File: config.mk
export PLATFORM = sky130hd
export DESIGN_NAME = psk_frame_sequencer
export DESIGN_NICKNAME = d
export VERILOG_FILES = /design/src/rtl/psk_seq_pkg.sv /design/src/rtl/psk_sym_timer.sv /design/src/rtl/psk_frame_sequencer.sv
export SDC_FILE = /design/constraint.sdc
export NUM_CORES = 1
export LEC_CHECK = 0
export CAP_MARGIN = 0
export CORE_ASPECT_RATIO = 1.25
export CORE_UTILIZATION = 49
export DETAILED_ROUTE_END_ITERATION = 8
export PLACE_DENSITY_LB_ADDON = 0.25
export SLEW_MARGIN = 20
export SYNTH_ARGS = -nofsm -noshare
export SYNTH_HDL_FRONTEND = slang
export SYNTH_HIERARCHICAL = 1
export SYNTH_SLANG_ARGS = --single-unit
File: constraint.sdc
create_clock -name clk -period 3.35 [get_ports clk]
set_input_delay 0.5025 -clock clk [delete_from_list [all_inputs] [get_ports clk]]
set_output_delay 0.5025 -clock clk [all_outputs]
set_load 0.02 [all_outputs]
File: src/rtl/psk_seq_pkg.sv
// Shared types and helpers for the PSK frame sequencer: FSM state encoding,
// default symbol timing constants and a counter-width helper.
package psk_seq_pkg;

  typedef enum logic [1:0] {
    IDLE  = 2'd0,
    FETCH = 2'd1,
    LOAD  = 2'd2,
    SEND  = 2'd3
  } psk_state_t;

  // Timing for the default build (100 MHz clock, 9600 sym/s, 8-bit BPSK words)
  localparam int CYCLE = 100000000 / 9600;
  localparam int SYMS  = 8;

  // Bits needed to count 0..n-1, never less than one
  function automatic int cnt_w(input int n);
    int w = 1;
    while ((1 << w) < n) w++;
    return w;
  endfunction

endpackage

File: src/rtl/psk_sym_timer.sv
// Free-running symbol-period counter: tick on the last cycle of a period,
// strobe on the first; clr holds it at zero.
module psk_sym_timer
  import psk_seq_pkg::*;
#(
  parameter int PERIOD = 8,
  parameter int CNT_W  = cnt_w(PERIOD)
) (
  input  logic             clk,
  input  logic             rst_n,
  input  logic             clr,
  output logic [CNT_W-1:0] count,
  output logic             tick,
  output logic             strobe
);

  assign tick   = (count == CNT_W'(PERIOD - 1));
  assign strobe = (count == '0);

  always_ff @(posedge clk or negedge rst_n) begin
    if (!rst_n)            count <= '0;
    else if (clr || tick)  count <= '0;
    else                   count <= count + CNT_W'(1);
  end

endmodule

File: src/rtl/psk_frame_sequencer.sv
// Streams a frame of BRAM words out as BPSK/QPSK symbols with gap-free prefetch.
// Build option: PSK_DIFF_ENC_EN enables differential symbol encoding.
module psk_frame_sequencer
  import psk_seq_pkg::*;
#(
  parameter int DATA_WIDTH   = 8,
  parameter int ADDR_WIDTH   = 8,
  parameter int BITS_PER_SYM = 1,
  parameter int CLK_FREQ     = 100000000,
  parameter int SYM_RATE     = 9600,
  parameter int RAM_LATENCY  = 1
) (
  input  logic                    clk,
  input  logic                    rst_n,
  input  logic                    start,
  input  logic                    abort,
  input  logic [ADDR_WIDTH-1:0]   frame_len,
  output logic                    busy,
  output logic                    done,
  output logic                    gen_en,
  output logic [BITS_PER_SYM-1:0] sym_out,
  output logic                    sym_strobe,
  output logic                    ram_clk,
  output logic                    ram_rst,
  output logic                    ram_en,
  output logic                    ram_we,
  output logic [DATA_WIDTH-1:0]   ram_wr_data,
  output logic [ADDR_WIDTH-1:0]   ram_addr,
  input  logic [DATA_WIDTH-1:0]   ram_rd_data,
  output psk_state_t              state_dbg
);

  localparam int CYC    = CLK_FREQ / SYM_RATE;
  localparam int NSYM   = DATA_WIDTH / BITS_PER_SYM;
  localparam int CNT_W  = cnt_w(CYC);
  localparam int SIDX_W = cnt_w(NSYM);
  localparam int BPS    = BITS_PER_SYM;

  if (BITS_PER_SYM != 1 && BITS_PER_SYM != 2) begin : g_bad_bps
    $error("BITS_PER_SYM must be 1 or 2");
  end
  if (DATA_WIDTH % BITS_PER_SYM != 0) begin : g_bad_dw
    $error("DATA_WIDTH must be a multiple of BITS_PER_SYM");
  end
  if (CYC < 4) begin : g_bad_cyc
    $error("CLK_FREQ/SYM_RATE must be at least 4");
  end
  if (RAM_LATENCY < 1 || RAM_LATENCY > 2) begin : g_bad_lat
    $error("RAM_LATENCY must be 1 or 2");
  end

  psk_state_t            state, state_nx;
  logic                  start_s1, start_s2, start_s3, start_rise;
  logic [1:0]            lat_cnt;
  logic [ADDR_WIDTH-1:0] len_q, word_idx;
  logic [SIDX_W-1:0]     sym_idx;
  logic [DATA_WIDTH-1:0] sr, pf;
  logic [CNT_W-1:0]      count;
  logic                  tick, strobe;
  logic                  accept, last_sym, last_word, more_pf, pf_issue, pf_cap;
  logic [BPS-1:0]        prev_sym;

  assign ram_clk     = clk;
  assign ram_rst     = 1'b0;
  assign ram_we      = 1'b0;
  assign ram_wr_data = '0;
  assign state_dbg   = state;
  assign busy        = (state != IDLE);
  assign gen_en      = (state == SEND);
  assign sym_strobe  = gen_en && strobe;

`ifdef PSK_DIFF_ENC_EN
  assign prev_sym = sym_out;
`else
  assign prev_sym = '0;
`endif

  psk_sym_timer #(.PERIOD(CYC), .CNT_W(CNT_W)) u_timer (
    .clk    (clk),
    .rst_n  (rst_n),
    .clr    (state != SEND),
    .count  (count),
    .tick   (tick),
    .strobe (strobe)
  );

  assign accept    = (state == IDLE) && start_rise && (frame_len != '0);
  assign last_sym  = (sym_idx == SIDX_W'(NSYM - 1));
  assign last_word = (word_idx == len_q - ADDR_WIDTH'(1));
  // The address register stops at the last word's address instead of running one past it
  assign more_pf   = (({1'b0, word_idx} + (ADDR_WIDTH + 1)'(2)) < {1'b0, len_q});
  assign pf_issue  = (state == SEND) && strobe && (sym_idx == '0) && !last_word;
  assign pf_cap    = (state == SEND) && (count == CNT_W'(RAM_LATENCY)) &&
                     (sym_idx == '0) && !last_word;
  assign ram_en    = (state == FETCH) || pf_issue;

  always_ff @(posedge clk or negedge rst_n) begin
    if (!rst_n) begin
      start_s1   <= 1'b0;
      start_s2   <= 1'b0;
      start_s3   <= 1'b0;
      start_rise <= 1'b0;
      state      <= IDLE;
    end else begin
      start_s1   <= start;
      start_s2   <= start_s1;
      start_s3   <= start_s2;
      start_rise <= start_s2 && !start_s3;
      state      <= state_nx;
    end
  end

  always_comb begin
    state_nx = state;
    case (state)
      IDLE:    if (accept) state_nx = FETCH;
      FETCH:   if (lat_cnt == 2'(RAM_LATENCY - 1)) state_nx = LOAD;
      LOAD:    state_nx = SEND;
      SEND:    if (tick && last_sym && last_word) state_nx = IDLE;
      default: state_nx = IDLE;
    endcase
    if (abort) state_nx = IDLE;
  end

  always_ff @(posedge clk or negedge rst_n) begin
    if (!rst_n) begin
      lat_cnt  <= '0;
      len_q    <= '0;
      word_idx <= '0;
      sym_idx  <= '0;
      sr       <= '0;
      pf       <= '0;
      ram_addr <= '0;
      sym_out  <= '0;
      done     <= 1'b0;
    end else begin
      done    <= 1'b0;
      lat_cnt <= (state == FETCH) ? lat_cnt + 2'd1 : 2'd0;
      if (!abort) begin
        case (state)
          IDLE: if (accept) begin
            len_q    <= frame_len;
            word_idx <= '0;
            ram_addr <= '0;
          end
          LOAD: begin
            // Differential history restarts from zero with every frame
            sr       <= ram_rd_data;
            sym_out  <= ram_rd_data[DATA_WIDTH-1 -: BPS];
            sym_idx  <= '0;
            ram_addr <= ADDR_WIDTH'(1);
          end
          SEND: begin
            if (pf_issue && more_pf) ram_addr <= ram_addr + ADDR_WIDTH'(1);
            if (pf_cap) pf <= ram_rd_data;
            if (tick) begin
              if (last_sym) begin
                if (last_word) begin
                  done <= 1'b1;
                end else begin
                  sr       <= pf;
                  sym_idx  <= '0;
                  word_idx <= word_idx + ADDR_WIDTH'(1);
                  sym_out  <= pf[DATA_WIDTH-1 -: BPS] + prev_sym;
                end
              end else begin
                sr      <= sr << BPS;
                sym_idx <= sym_idx + SIDX_W'(1);
                sym_out <= sr[DATA_WIDTH-1-BPS -: BPS] + prev_sym;
              end
            end
          end
          default: ;
        endcase
      end
    end
  end

endmodule
==> results.tsv <==
metric	value	unit
wire_per_inst	14.8	um
report.final.hold_viol_count	0	
period_share	0.937	
grt_pass1_vias	3109	
die_w	83.2	um
period_needed	3.14	ns
hpwl	5870	um
worst_clock_skew	0.0127	ns
cap_violations	0	
clk_latency	0.45	ns
areaGrowthSynthToFinish	15.6	%
final_nets	506	
synth-edff-count	0	
post_cts_resized	1	
topRoutingLayerUsed	met4	
drt_pass1_iterations	4	
cts_tree	yes	
fin_cells	563	
wl_met2	4140	um
yosys_most_used_dff	dfrtp_1	
initial_core_util	0.513	
grt_usage	0.209	
leakagePower	2.03	nW
path_cells	or4_4 > nor4_2 > xnor2_1 > nor4_4 > nor3_1 > a21o_1 > dlygate4sd2_1	
holdCritPathClass	in -> async	
drc	0	
ys_top_cells_by_area	dfrtp_1 (41%), ha_1 (7.1%), mux2_1 (4.7%), xnor2_1 (4.6%), nand2_1 (3.7%)	
via_count	3143	
drive_above_1_share	0.0897	
fmax	318	MHz
worst_path_max_delay_cell	or4_4	
finalSetupViolCount	0	
p_sw_frac	0.354	
die_h	104	um
slowest_delay	0.52	ns
path_max_fanout	9	
core.rowCount	36	
netlist_instances	427	
path_class	reg -> out	
antennaDiodeCount	0	
antenna_found_initial	0	
overflow	0	
ant_nets	0	
crit_path_start_kind	register	
yosysMostFrequentCell	dfrtp_1	
synth_cell_types	56	
intPower	0.00174	W
postCtsHoldBufs	0	
clkTransAtPathRegs	0.08	ns
syn_avg_cell_area	9.46	um^2
final-seq-area	0.00165	mm^2
status	complete, no violations	
synth_area	0.00404	mm^2
cts_setup_buffers	0	
relSlewSlack	0.435	
drtIter0Drc	174	
wirelength	8350	um
setup_ws	0.209	ns
viasPerCell	5.58	
pwr-share-clk	0.294	
comb_power_share	0.308	
synth_top_area_frac	0.409	
gp_congestion	0.851	
worstMarginPinSlew	0.847	ns
rsz0062_at_grt	no	
worstPathRequired	2.85	ns
synth_common_cells	dfrtp_1 (66), nand2_1 (40), inv_1 (30)	
max-vdd-ir-drop	547	uV
dr_wl_met3	281	um
io_pins	47	
synth-seq-area-share	0.409	
power_density	576	mW/mm^2
grt_first_pass_wirelength	14600	um
ys_async_sr_fraction	1.00	
synth_top_cell_by_area	dfrtp_1	
pre_cts_ws	0.376	ns
ys_seq_elements	66	
maxSlewViolCount	0	
core_region_area	0.00788	mm^2
ys_warn_count	6	
dp.cells	544	
cp_data_arrival_time	2.64	ns
dieArea	0.00862	mm^2
met1_length	3760	um
nFillCells	698	
p_switching	0.000954	W
endpoint_kind	output port	
placement.io_buffers	36	
seq_power_share	0.398	
multi_input_area	0.00212	mm^2
fin_setup_tns	0	ns
grt_max_degree	67	
## kinds of logic (layout without fill, tap and decap cells)
kind of cell,Yosys count,count (layout),synth area share
adder cells (fa/ha/maj),23,23,0.0712
flip-flops,66,66,0.409
buffers and inverters,64,96,0.0759
AO/OA/AOI/OAI,69,69,0.111
multiplexers,27,27,0.0721
other,1,10,0.000928
AND/OR/NAND/NOR,150,150,0.202
XOR/XNOR,27,27,0.0585
## through the flow
step / total power [W] / hold slack (ns) / util / cell area, um^2
global placement: 0.00194 / 0.336 / 0.563 / 4430
CTS: 0.00271 / 0.266 / 0.592 / 4670
floorplan: 0.00170 / 0.207 / - / 4080
global route: 0.00287 / 0.297 / 0.593 / 4670
finish: 0.00269 / 0.191 / 0.593 / 4670
detailed placement: 0.00196 / 0.340 / 0.563 / 4430
## final timing paths
| check | startpoint | endpoint | cells after the start | slack (ns) |
|---|---|---|---|---|
| min in group clk | start_s1$_DFF_PN0_ | start_s2$_DFF_PN0_ | 0 | 0.35 |
| max in group asynchronous | rst_n | word_idx[3]$_DFFE_PN0P_ | 2 | 2.55 |
| max reg2reg | u_timer/count[6]$_DFF_PN0_ | word_idx[6]$_DFFE_PN0P_ | 8 | 0.32 |
| max | len_q[2]$_DFFE_PN0P_ | ram_en | 7 | 0.21 |
| min reg2reg | start_s1$_DFF_PN0_ | start_s2$_DFF_PN0_ | 0 | 0.35 |
| min | rst_n | len_q[4]$_DFFE_PN0P_ | 2 | 0.19 |
## power groups by stage
stage | clock [W] | combinational [W] | sequential (W)
3_3_place_gp | 0.0000401 | 0.000820 | 0.00108
2_1_floorplan | 0.0000349 | 0.000610 | 0.00105
5_1_grt | 0.000847 | 0.000933 | 0.00109
3_5_place_dp | 0.0000401 | 0.000836 | 0.00109
6_report | 0.000792 | 0.000830 | 0.00107
4_1_cts | 0.000808 | 0.000835 | 0.00107
## routing by layer
metal | global-route usage | up-vias
met5 | 0 | -
met4 | 0.101 | 0
met3 | 0.0422 | 14
met2 | 0.343 | 57
met1 | 0.262 | 1521
li1 | - | 1551
## worst max-delay path, delay by kind of cell (launching register included)
family | cells | cell delay (ns)
XOR/XNOR | 1 | 0.14
buffers and inverters | 1 | 0.32
flip-flops | 1 | 0.48
AND/OR/NAND/NOR | 4 | 1.05
AO/OA/AOI/OAI | 1 | 0.20
## area by class of cell
cell class              count  area share
clock buffers              13      0.0375
clock inverters             7      0.0150
inverters                  31      0.0249
multi-input cells         306       0.454
flip-flops and latches     66       0.353
well taps                  95      0.0254
repair buffers             45      0.0897
## layout by cell type (no fill, tap or decap), types with 9 or more instances in the layout
| master | count |
|---|---|
| dfrtp_1 | 66 |
| nand2_1 | 40 |
| clkdlybuf4s50_1 | 34 |
| inv_1 | 30 |
| ha_1 | 23 |
| nor2_1 | 22 |
| xnor2_1 | 21 |
| mux2_1 | 17 |
| nand3_1 | 16 |
| a21oi_1 | 13 |
| clkbuf_8 | 12 |
| o21ai_1 | 11 |
| nand4_1 | 11 |
| mux2i_1 | 10 |
| o21ai_0 | 10 |
| conb_1 | 10 |
| buf_4 | 10 |
| nor3_1 | 9 |
## registers in the layout, indices dropped and copies added, names as in the netlist, 2 cells and up
signal,flops
sym_idx,3
pf,8
word_idx,8
len_q,8
sr,7
state_dbg,2
u_timer/count,14
lat_cnt,2
ram_addr,8
Power figures use the tool's default switching activity.
